<file path="config.mk">
export PLATFORM = sky130hd
export DESIGN_NAME = apb_cmd_master
export DESIGN_NICKNAME = d
export VERILOG_FILES = /design/src/rtl/apb_pkg.sv /design/src/rtl/apb_timeout_cnt.sv /design/src/rtl/apb_cmd_master.sv
export SDC_FILE = /design/constraint.sdc
export NUM_CORES = 1
export LEC_CHECK = 0
export ABC_AREA = 1
export BUFFER_PORTS_ARGS = -buffer_cell sky130_fd_sc_hd__buf_2
export CORE_MARGIN = 3
export CORE_UTILIZATION = 41
export DETAILED_ROUTE_END_ITERATION = 6
export PLACE_DENSITY = 0.76
export SLEW_MARGIN = 0
export SYNTH_ARGS = -nofsm -noshare
export SYNTH_HDL_FRONTEND = slang
export SYNTH_SLANG_ARGS = --single-unit
export TNS_END_PERCENT = 10
</file>
<file path="constraint.sdc">
create_clock -name sys_clk -period 1.5 [get_ports sys_clk]
set_input_delay 0.3 -clock sys_clk [delete_from_list [all_inputs] [get_ports sys_clk]]
set_output_delay 0.3 -clock sys_clk [all_outputs]
set_load 0.02 [all_outputs]
</file>
<file path="src/rtl/apb_pkg.sv">
// Shared widths, FSM state encoding and command record for the APB command requester.
package apb_pkg;

    localparam int APB_ADDR_W = 12;
    localparam int APB_DATA_W = 32;
    localparam int APB_STRB_W = APB_DATA_W / 8;

    typedef enum logic [1:0] {
        IDLE   = 2'd0,
        SETUP  = 2'd1,
        ACCESS = 2'd2
    } apb_state_t;

    typedef struct packed {
        logic                  write;
        logic [APB_ADDR_W-1:0] addr;
        logic [APB_DATA_W-1:0] wdata;
        logic [APB_STRB_W-1:0] strb;
    } apb_cmd_t;

endpackage

</file>
<file path="src/rtl/apb_timeout_cnt.sv">
// ACCESS-phase cycle counter: clear loads 1 so the value equals the index of the current ACCESS cycle.
module apb_timeout_cnt #(
    parameter int TIMEOUT_CYC = 16
) (
    input  logic clk,
    input  logic srst,
    input  logic clear,
    input  logic enable,
    output logic expired
);

    logic [7:0] count_reg;
    logic [7:0] count_next;

    always_comb begin
        count_next = count_reg;
        if (clear) begin
            count_next = 8'd1;
        end else if (enable && count_reg != 8'hFF) begin
            count_next = count_reg + 8'd1;
        end
    end

    always_ff @(posedge clk) begin
        if (srst) begin
            count_reg <= 8'd0;
        end else begin
            count_reg <= count_next;
        end
    end

    assign expired = (count_reg == 8'(TIMEOUT_CYC));

endmodule

</file>
<file path="src/rtl/apb_cmd_master.sv">
// APB4 requester: turns a valid/ready command stream into SETUP/ACCESS transfers and
// reports read data, slave error and timeout on a one-cycle response pulse.
module apb_cmd_master
    import apb_pkg::*;
#(
    parameter int ADDR_W      = APB_ADDR_W,
    parameter int DATA_W      = APB_DATA_W,
    parameter int TIMEOUT_CYC = 16
) (
    input  logic                sys_clk,
    input  logic                sys_rst,
    input  logic                cmd_valid,
    output logic                cmd_ready,
    input  logic                cmd_write,
    input  logic [ADDR_W-1:0]   cmd_addr,
    input  logic [DATA_W-1:0]   cmd_wdata,
    input  logic [DATA_W/8-1:0] cmd_strb,
    output logic                rsp_valid,
    output logic [DATA_W-1:0]   rsp_rdata,
    output logic                rsp_err,
    output logic                rsp_timeout,
    output logic [ADDR_W-1:0]   tim_paddr,
    output logic                tim_psel,
    output logic                tim_penable,
    output logic                tim_pwrite,
    output logic [DATA_W-1:0]   tim_pwdata,
    output logic [DATA_W/8-1:0] tim_pstrb,
    input  logic [DATA_W-1:0]   tim_prdata,
    input  logic                tim_pready,
    input  logic                tim_pslverr
);

    localparam int STRB_W = DATA_W / 8;

    apb_state_t  state_reg, state_next;
    apb_cmd_t    cmd_reg, cmd_next;
    logic        cmd_ready_reg, cmd_ready_next;
    logic        psel_reg, psel_next;
    logic        penable_reg, penable_next;
    logic        rsp_valid_reg, rsp_valid_next;
    logic [DATA_W-1:0] rsp_rdata_reg, rsp_rdata_next;
    logic        rsp_err_reg, rsp_err_next;
    logic        rsp_timeout_reg, rsp_timeout_next;

    logic        cnt_clear;
    logic        cnt_enable;
    logic        cnt_expired;

    // Reads carry no payload: byte lanes of data and strobe are forced to zero.
    logic [DATA_W-1:0] masked_wdata;
    logic [STRB_W-1:0] masked_strb;

    genvar gi;
    generate
        for (gi = 0; gi < STRB_W; gi++) begin : g_lane
            assign masked_wdata[gi*8 +: 8] = cmd_write ? cmd_wdata[gi*8 +: 8] : 8'h00;
            assign masked_strb[gi]         = cmd_write & cmd_strb[gi];
        end
    endgenerate

    apb_timeout_cnt #(
        .TIMEOUT_CYC(TIMEOUT_CYC)
    ) u_timeout_cnt (
        .clk    (sys_clk),
        .srst   (sys_rst),
        .clear  (cnt_clear),
        .enable (cnt_enable),
        .expired(cnt_expired)
    );

    always_comb begin
        state_next       = state_reg;
        cmd_next         = cmd_reg;
        cmd_ready_next   = 1'b0;
        psel_next        = 1'b0;
        penable_next     = 1'b0;
        rsp_valid_next   = 1'b0;
        rsp_rdata_next   = '0;
        rsp_err_next     = 1'b0;
        rsp_timeout_next = 1'b0;
        cnt_clear        = 1'b1;
        cnt_enable       = 1'b0;

        case (state_reg)
            IDLE: begin
                cmd_ready_next = 1'b1;
                if (cmd_valid && cmd_ready_reg) begin
                    cmd_next.write = cmd_write;
                    cmd_next.addr  = APB_ADDR_W'(cmd_addr);
                    cmd_next.wdata = APB_DATA_W'(masked_wdata);
                    cmd_next.strb  = APB_STRB_W'(masked_strb);
                    state_next     = SETUP;
                    cmd_ready_next = 1'b0;
                    psel_next      = 1'b1;
                end
            end

            SETUP: begin
                state_next   = ACCESS;
                psel_next    = 1'b1;
                penable_next = 1'b1;
            end

            ACCESS: begin
                cnt_clear    = 1'b0;
                cnt_enable   = 1'b1;
                psel_next    = 1'b1;
                penable_next = 1'b1;
                // pready takes priority over an expiring counter on the same edge.
                if (tim_pready) begin
                    state_next     = IDLE;
                    psel_next      = 1'b0;
                    penable_next   = 1'b0;
                    cmd_ready_next = 1'b1;
                    rsp_valid_next = 1'b1;
                    rsp_rdata_next = cmd_reg.write ? '0 : tim_prdata;
                    rsp_err_next   = tim_pslverr;
                end else if (cnt_expired) begin
                    state_next       = IDLE;
                    psel_next        = 1'b0;
                    penable_next     = 1'b0;
                    cmd_ready_next   = 1'b1;
                    rsp_valid_next   = 1'b1;
                    rsp_err_next     = 1'b1;
                    rsp_timeout_next = 1'b1;
                end
            end

            default: begin
                state_next = IDLE;
            end
        endcase
    end

    always_ff @(posedge sys_clk) begin
        if (sys_rst) begin
            state_reg       <= IDLE;
            cmd_reg         <= '0;
            cmd_ready_reg   <= 1'b0;
            psel_reg        <= 1'b0;
            penable_reg     <= 1'b0;
            rsp_valid_reg   <= 1'b0;
            rsp_rdata_reg   <= '0;
            rsp_err_reg     <= 1'b0;
            rsp_timeout_reg <= 1'b0;
        end else begin
            state_reg       <= state_next;
            cmd_reg         <= cmd_next;
            cmd_ready_reg   <= cmd_ready_next;
            psel_reg        <= psel_next;
            penable_reg     <= penable_next;
            rsp_valid_reg   <= rsp_valid_next;
            rsp_rdata_reg   <= rsp_rdata_next;
            rsp_err_reg     <= rsp_err_next;
            rsp_timeout_reg <= rsp_timeout_next;
        end
    end

    assign cmd_ready   = cmd_ready_reg;
    assign rsp_valid   = rsp_valid_reg;
    assign rsp_rdata   = rsp_rdata_reg;
    assign rsp_err     = rsp_err_reg;
    assign rsp_timeout = rsp_timeout_reg;
    assign tim_psel    = psel_reg;
    assign tim_penable = penable_reg;
    assign tim_pwrite  = cmd_reg.write;
    assign tim_paddr   = ADDR_W'(cmd_reg.addr);
    assign tim_pwdata  = DATA_W'(cmd_reg.wdata);
    assign tim_pstrb   = STRB_W'(cmd_reg.strb);

endmodule

</file>
==> impl_metrics.tcl, run 1 <==
set metrics [dict create \
    status "finished, final reports clean" \
    slew_violations 0 \
    critPathCaptureType "flip-flop" \
    drtAntennaViolNets 0 \
    port_buffers 172 \
    cellPowerDensity_mw_per_mm2 1270 \
    hp-class "in2reg" \
    slew_headroom 0.780 \
    num_io_pins 173 \
    ctsRootBufferMaster "clkbuf_8" \
    dieWidth_um 97.6 \
    ys_async_sr_fraction 0 \
    synth_flop_cell "dfxtp_1" \
    clk_path_buf_depth 2 \
    regArea_sq_mm 0.00194 \
    synth_edf_count 0 \
    placedInstanceArea_sq_mm 0.00443 \
    netlist_instances 431 \
    fin_skew_ns 0.00822 \
    globalplace.congestion 0.839 \
    nets 699 \
    p_leak_nw 2.40 \
    post_cts_buffers 0 \
    crit_top_cell "nand2_1" \
    std_cell_rows 32 \
    drcViolationCount 0 \
    track_usage 0.179 \
    fin_ws_ns 0.122 \
    p_int_mw 4.07 \
    cts_sinks 97 \
    netSwitchingPower_mw 1.87 \
    drtIter0Drc 58 \
    yosysUniqueCellTypes 24 \
    core_sq_mm 0.00793 \
    setup_violations 0 \
    clockPowerShare 0.283 \
    synthesis.nets 524 \
    synth.largest_area_cell "dfxtp_1" \
    routed.top_layer "met4" \
    grt_pass1_vias 3132 \
    dr_wl_met3_um 878 \
    p_comb_frac 0.228 \
    cts_tree "yes" \
    place_hpwl_um 6530 \
    worstPathMaxFanout 10 \
    grt_max_degree 33 \
    netlist_area_sq_mm 0.00344 \
    max_slew.worst_pin.slew_ns 0.330 \
    met2_length_um 4110 \
    hold_viol 0 \
    start_util 0.434 \
    fin_crit_sh 0.919 \
    fillers 756 \
    drive_above_1_share 0.355 \
    clk_pin_slew_ns 0.09 \
    final_area_sq_mm 0.00467 \
    slowest_stage "dfxtp_1" \
    insertion_delay_ns 0.35 \
    dp_worst_setup_slack_ns 0.0860 \
    yosys_warnings 0 \
    multiInputGateArea_sq_mm 0.00121 \
    seq_power_share 0.489 \
    seq_area_frac_synth 0.564 \
    max_stage_delay_ns 0.39 \
    cts_made_buffers 9 \
    antenna_found_initial 0 \
    die_h_um 97.6 \
    drt-total-wl_um 8730 \
    wl_met1_um 3660 \
    diodes 0 \
    syn_to_final_growth_pct 35.8 \
    grt_pass1_wl_um 14100 \
    p_sw_frac 0.315 \
    worstSetupPathType "reg2reg" \
    vdd_drop_max_v 0.000576 \
    yosys-top-cells-area "dfxtp_1 56%, nand2_1 13%, a21oi_1 8.4%" \
    dr_total_vias 3182 \
    htreeDepth 3 \
    hold_start "tim_pready" \
    die-area_sq_mm 0.00953 \
    cp-startpoint "u_timeout_cnt.count_reg[1]" \
    synth-seq-cells 97 \
    cp_cell_sequence "ha_1, nand2_1, inv_1, nand4_4, nand2_4, nand2_1, a21oi_2" \
    cap_violations 0 \
    routedWlPerCell_um 12.2 \
    cp.required_ns 1.79 \
    fmax_mhz 725 \
    critPathLaunchType "flip-flop" \
    syn_avg_cell_area_sq_um 7.99 \
    cp.arrival_ns 1.67 \
    r2r-start "u_timeout_cnt.count_reg[1]" \
    grt-ovfl-total 0 \
    firstDrtPassIters 5 \
    via_per_inst 4.46 \
    synth_top_cell_area_share 0.564 \
    period_needed_ns 1.38 \
]
worst paths after layout:
path,end,slack [ns],cells after the start
max reg2reg,u_timeout_cnt.count_reg[4],0.12,7
min reg2reg,tim_pwdata[11],0.47,2
max,u_timeout_cnt.count_reg[4],0.12,7
min,rsp_timeout,0.12,2
cell usage after synthesis (all sizes together), types with 2 or more instances:
master / n
xor2: 2
clkbuf: 9
nand3: 12
nand4: 2
ha: 7
buf: 10
nand2: 125
a21oi: 59
inv: 55
nor2: 48
o21ai: 2
dfxtp: 97
stage by stage:
stage | total power [mW] | std cells | hold slack (ns) | util | TNS, ns
6_report | 5.94 | 713 | 0.124 | 0.590 | 0
5_1_grt | 6.29 | 713 | 0.113 | 0.590 | -0.0111
4_1_cts | 5.94 | 712 | 0.108 | 0.583 | 0
3_5_place_dp | 4.28 | 696 | 0.456 | 0.558 | 0
3_3_place_gp | 4.23 | 696 | 0.449 | 0.558 | 0
2_1_floorplan | 3.78 | 431 | 0.379 | - | 0
worst max-delay path, delay by kind of cell (launching register included):
family                   cells  cell delay [ns]
AO/OA/AOI/OAI                1             0.12
adder cells (fa/ha/maj)      1             0.18
buffers and inverters        1             0.13
flip-flops                   1             0.39
AND/OR/NAND/NOR              4             0.51
power by group through the flow:
| stage | Sequential [mW] | Clock, mW | Combinational, mW |
|---|---|---|---|
| after floorplan | 3.19 | 0 | 0.594 |
| after global placement | 2.95 | 0 | 1.29 |
| after detailed placement | 2.96 | 0 | 1.32 |
| after CTS | 2.90 | 1.72 | 1.32 |
| after global routing | 2.93 | 1.85 | 1.51 |
| final | 2.90 | 1.68 | 1.35 |
cell usage in the layout (no fill, tap or decap), types with 2 or more instances in the layout:
cell type,count
dfxtp_1,95
buf_12,2
buf_4,8
inv_2,4
xor2_1,2
a21oi_2,4
buf_2,172
a21oi_1,55
nor2_1,46
inv_1,51
clkbuf_8,9
nand3_2,2
nand2_1,123
o21ai_0,2
ha_1,6
dfxtp_2,2
nand3_1,10
clkinv_4,3
layout make-up:
cell class | instances | share of cell area
Inverter | 56 | 0.0455
Multi-Input combinational cell | 259 | 0.258
Clock buffer | 10 | 0.0273
Clock inverter | 6 | 0.0147
Sequential cell | 97 | 0.416
Timing Repair Buffer | 183 | 0.211
Tap cell | 102 | 0.0273
routing by layer:
layer,up-vias,global-route usage
met5,-,0
met3,10,0.0761
met1,1377,0.205
met2,133,0.307
met4,0,0.0479
li1,1662,-
what timing repair did:
item	4_1_cts	5_1_grt
endpoints found under the hold margin	0	0
hold buffers	0	0
setup endpoints to repair	0	43
resized for setup	0	11
kinds of logic after synthesis:
group,count (synthesis),synth area share
simple gates,188,0.221
fa+ha+maj,7,0.0254
xor+xnor,2,0.00509
compound gates,62,0.0920
buf+inv,75,0.0920
flops,97,0.564
No activity file was read; power rests on OpenSTA's default activity.
==> inputs of run 2 (changes only) <==
--- a/config.mk
+++ b/config.mk
@@ -10,7 +10,7 @@
 export CORE_MARGIN = 3
 export CORE_UTILIZATION = 41
 export DETAILED_ROUTE_END_ITERATION = 6
-export PLACE_DENSITY = 0.76
+export PLACE_DENSITY_LB_ADDON = 0.25
 export SLEW_MARGIN = 0
 export SYNTH_ARGS = -nofsm -noshare
 export SYNTH_HDL_FRONTEND = slang
==> run 2 against run 1 <==
  * Clock-buffer cell count is 1 lower
  * Combinational power grew 6%
  * Power is 0.39% lower
  * Critical path depth unchanged
  * Non-clock buffer count rose by 1
  * Largest cell class unchanged
  * Highest routed layer unchanged
==> impl_metrics.tcl, run 2 (same netlist as run 1, synthesis figures left out) <==
set metrics [dict create \
    status "finished, final reports clean" \
    p_leak_nw 2.40 \
    slew_violations 0 \
    die-area_sq_mm 0.00953 \
    p_comb_frac 0.242 \
    syn_to_final_growth_pct 36.2 \
    hp-class "in2reg" \
    cp_cell_sequence "ha_1, nand2_1, inv_1, nand4_4, nand2_2, nand2_1, a21oi_2" \
    fin_crit_sh 0.934 \
    slowest_stage "dfxtp_1" \
    core_sq_mm 0.00793 \
    nets 700 \
    diodes 0 \
    p_sw_frac 0.329 \
    insertion_delay_ns 0.37 \
    grt-ovfl-total 0 \
    worstSetupPathType "reg2reg" \
    power_mw 5.91 \
    rr_endpoint "u_timeout_cnt.count_reg[4]" \
    cp-startpoint "u_timeout_cnt.count_reg[1]" \
    routedWlPerCell_um 12.5 \
    r2r-start "u_timeout_cnt.count_reg[1]" \
    htreeDepth 3 \
    firstDrtPassIters 4 \
    seq_power_share 0.488 \
    start_util 0.434 \
    clk_pin_slew_ns 0.11 \
    drtIter0Drc 80 \
    r2r_cells 7 \
    track_usage 0.186 \
    clk_path_buf_depth 2 \
    slew_headroom 0.799 \
    cts_made_buffers 9 \
    fin_skew_ns 0.0135 \
    drcViolationCount 0 \
    p_int_mw 3.97 \
    max_stage_delay_ns 0.41 \
    dieWidth_um 97.6 \
    period_needed_ns 1.40 \
    crit_top_cell "nand2_1" \
    ctsRootBufferMaster "clkbuf_8" \
    std_cell_rows 32 \
    die_h_um 97.6 \
    port_buffers 172 \
    cp.required_ns 1.80 \
    max_slew.worst_pin.slew_ns 0.302 \
    fin_setup_tns_ns 0 \
    rsz0062_at_grt "yes" \
    place_hpwl_um 6610 \
    drt-total-wl_um 8930 \
    grt_pass1_vias 3099 \
    worstPathMaxFanout 10 \
    grt_pass1_wl_um 14500 \
    clockPowerShare 0.269 \
    r2r_slack_ns 0.1 \
    cts_sinks 97 \
    cap_violations 0 \
    globalplace.congestion 0.842 \
    cp.arrival_ns 1.70 \
    final_common_cell "buf_2" \
    grt_max_degree 42 \
    dr_total_vias 3250 \
    hold_start "tim_prdata[6]" \
    hold_buffers 0 \
    fmax_mhz 714 \
    netSwitchingPower_mw 1.95 \
    setup_violations 0 \
    num_io_pins 173 \
    via_per_inst 4.55 \
    cellPowerDensity_mw_per_mm2 1260 \
    hold_viol 0 \
    vdd_drop_max_v 0.000667 \
    worstHoldEndpoint "rsp_rdata[6]" \
    drive_above_1_share 0.353 \
    drtAntennaViolNets 0 \
    antenna_found_initial 0 \
    critPathLaunchType "flip-flop" \
    min_path_cells 3 \
    timing.hold.ws_ns 0.129 \
    layout_common_cells "172 x buf_2, 123 x nand2_1, 97 x dfxtp_1" \
    cts_tree "yes" \
    critPathCaptureType "flip-flop" \
]
[run 2: cell count changes in the layout (fill, tap and decap cells not counted), sizes merged]
cell,change
buf,+1
bufinv,-1
clkbuf,-1
clkinv,-1
clkinvlp,+1
inv,+2
[run 2: cell type report]
cell class | instances | area [sq um]
well taps | 102 | 128
repair buffers | 184 | 1010
fillers | 767 | 3240
multi-input cells | 259 | 1210
clock buffers | 9 | 124
flip-flops and latches | 97 | 1940
inverters | 56 | 215
clock inverters | 7 | 62.6
[run 2: layer usage]
layer | GRT usage | vias to the layer above | wire [um]
li1 | - | 1667 | -
met1 | 0.226 | 1441 | 3840
met2 | 0.304 | 130 | 4150
met3 | 0.0639 | 12 | 801
met4 | 0.0714 | 0 | 146
met5 | 0 | - | 0
[run 2: worst max path at each step]
stage,end,slack (ns),cells after the start
finish,u_timeout_cnt.count_reg[4],0.1,7
global route,rsp_rdata[27],-0.03,7
CTS,tim_pstrb[1],0.04,9
detailed placement,tim_pstrb[1],0.05,9
global placement,rsp_timeout,0.1,6
floorplan,tim_pstrb[3],0.15,9
[run 2: power groups by stage]
stage / Sequential (mW) / Clock, mW / Combinational, mW
3_3_place_gp: 2.94 / 0 / 1.34
6_report: 2.89 / 1.59 / 1.43
4_1_cts: 2.89 / 1.65 / 1.37
2_1_floorplan: 3.19 / 0 / 0.594
5_1_grt: 2.92 / 1.78 / 1.58
3_5_place_dp: 2.94 / 0 / 1.37
[run 2: worst max-delay path: cells and delay by family (launching register included)]
family          cells  cell delay [ns]
compound gates      1             0.12
simple gates        4             0.48
fa+ha+maj           1             0.19
flops               1             0.41
buf+inv             1             0.13
[run 2: through the flow]
| step | area (sq um) | utilization | setup WS (ns) | std cells |
|---|---|---|---|---|
| after global placement | 4440 | 0.560 | 0.0971 | 696 |
| after floorplan | 3440 | - | 0.150 | 431 |
| after detailed placement | 4440 | 0.560 | 0.0527 | 696 |
| after CTS | 4620 | 0.583 | 0.0399 | 712 |
| after global routing | 4690 | 0.592 | -0.0327 | 714 |
| final | 4690 | 0.592 | 0.0997 | 714 |
[run 2: repair_timing]
| action | CTS | global route |
|---|---|---|
| resized for setup | 0 | 10 |
| endpoints found under the setup margin | 0 | 68 |
| setup buffers | 0 | 1 |
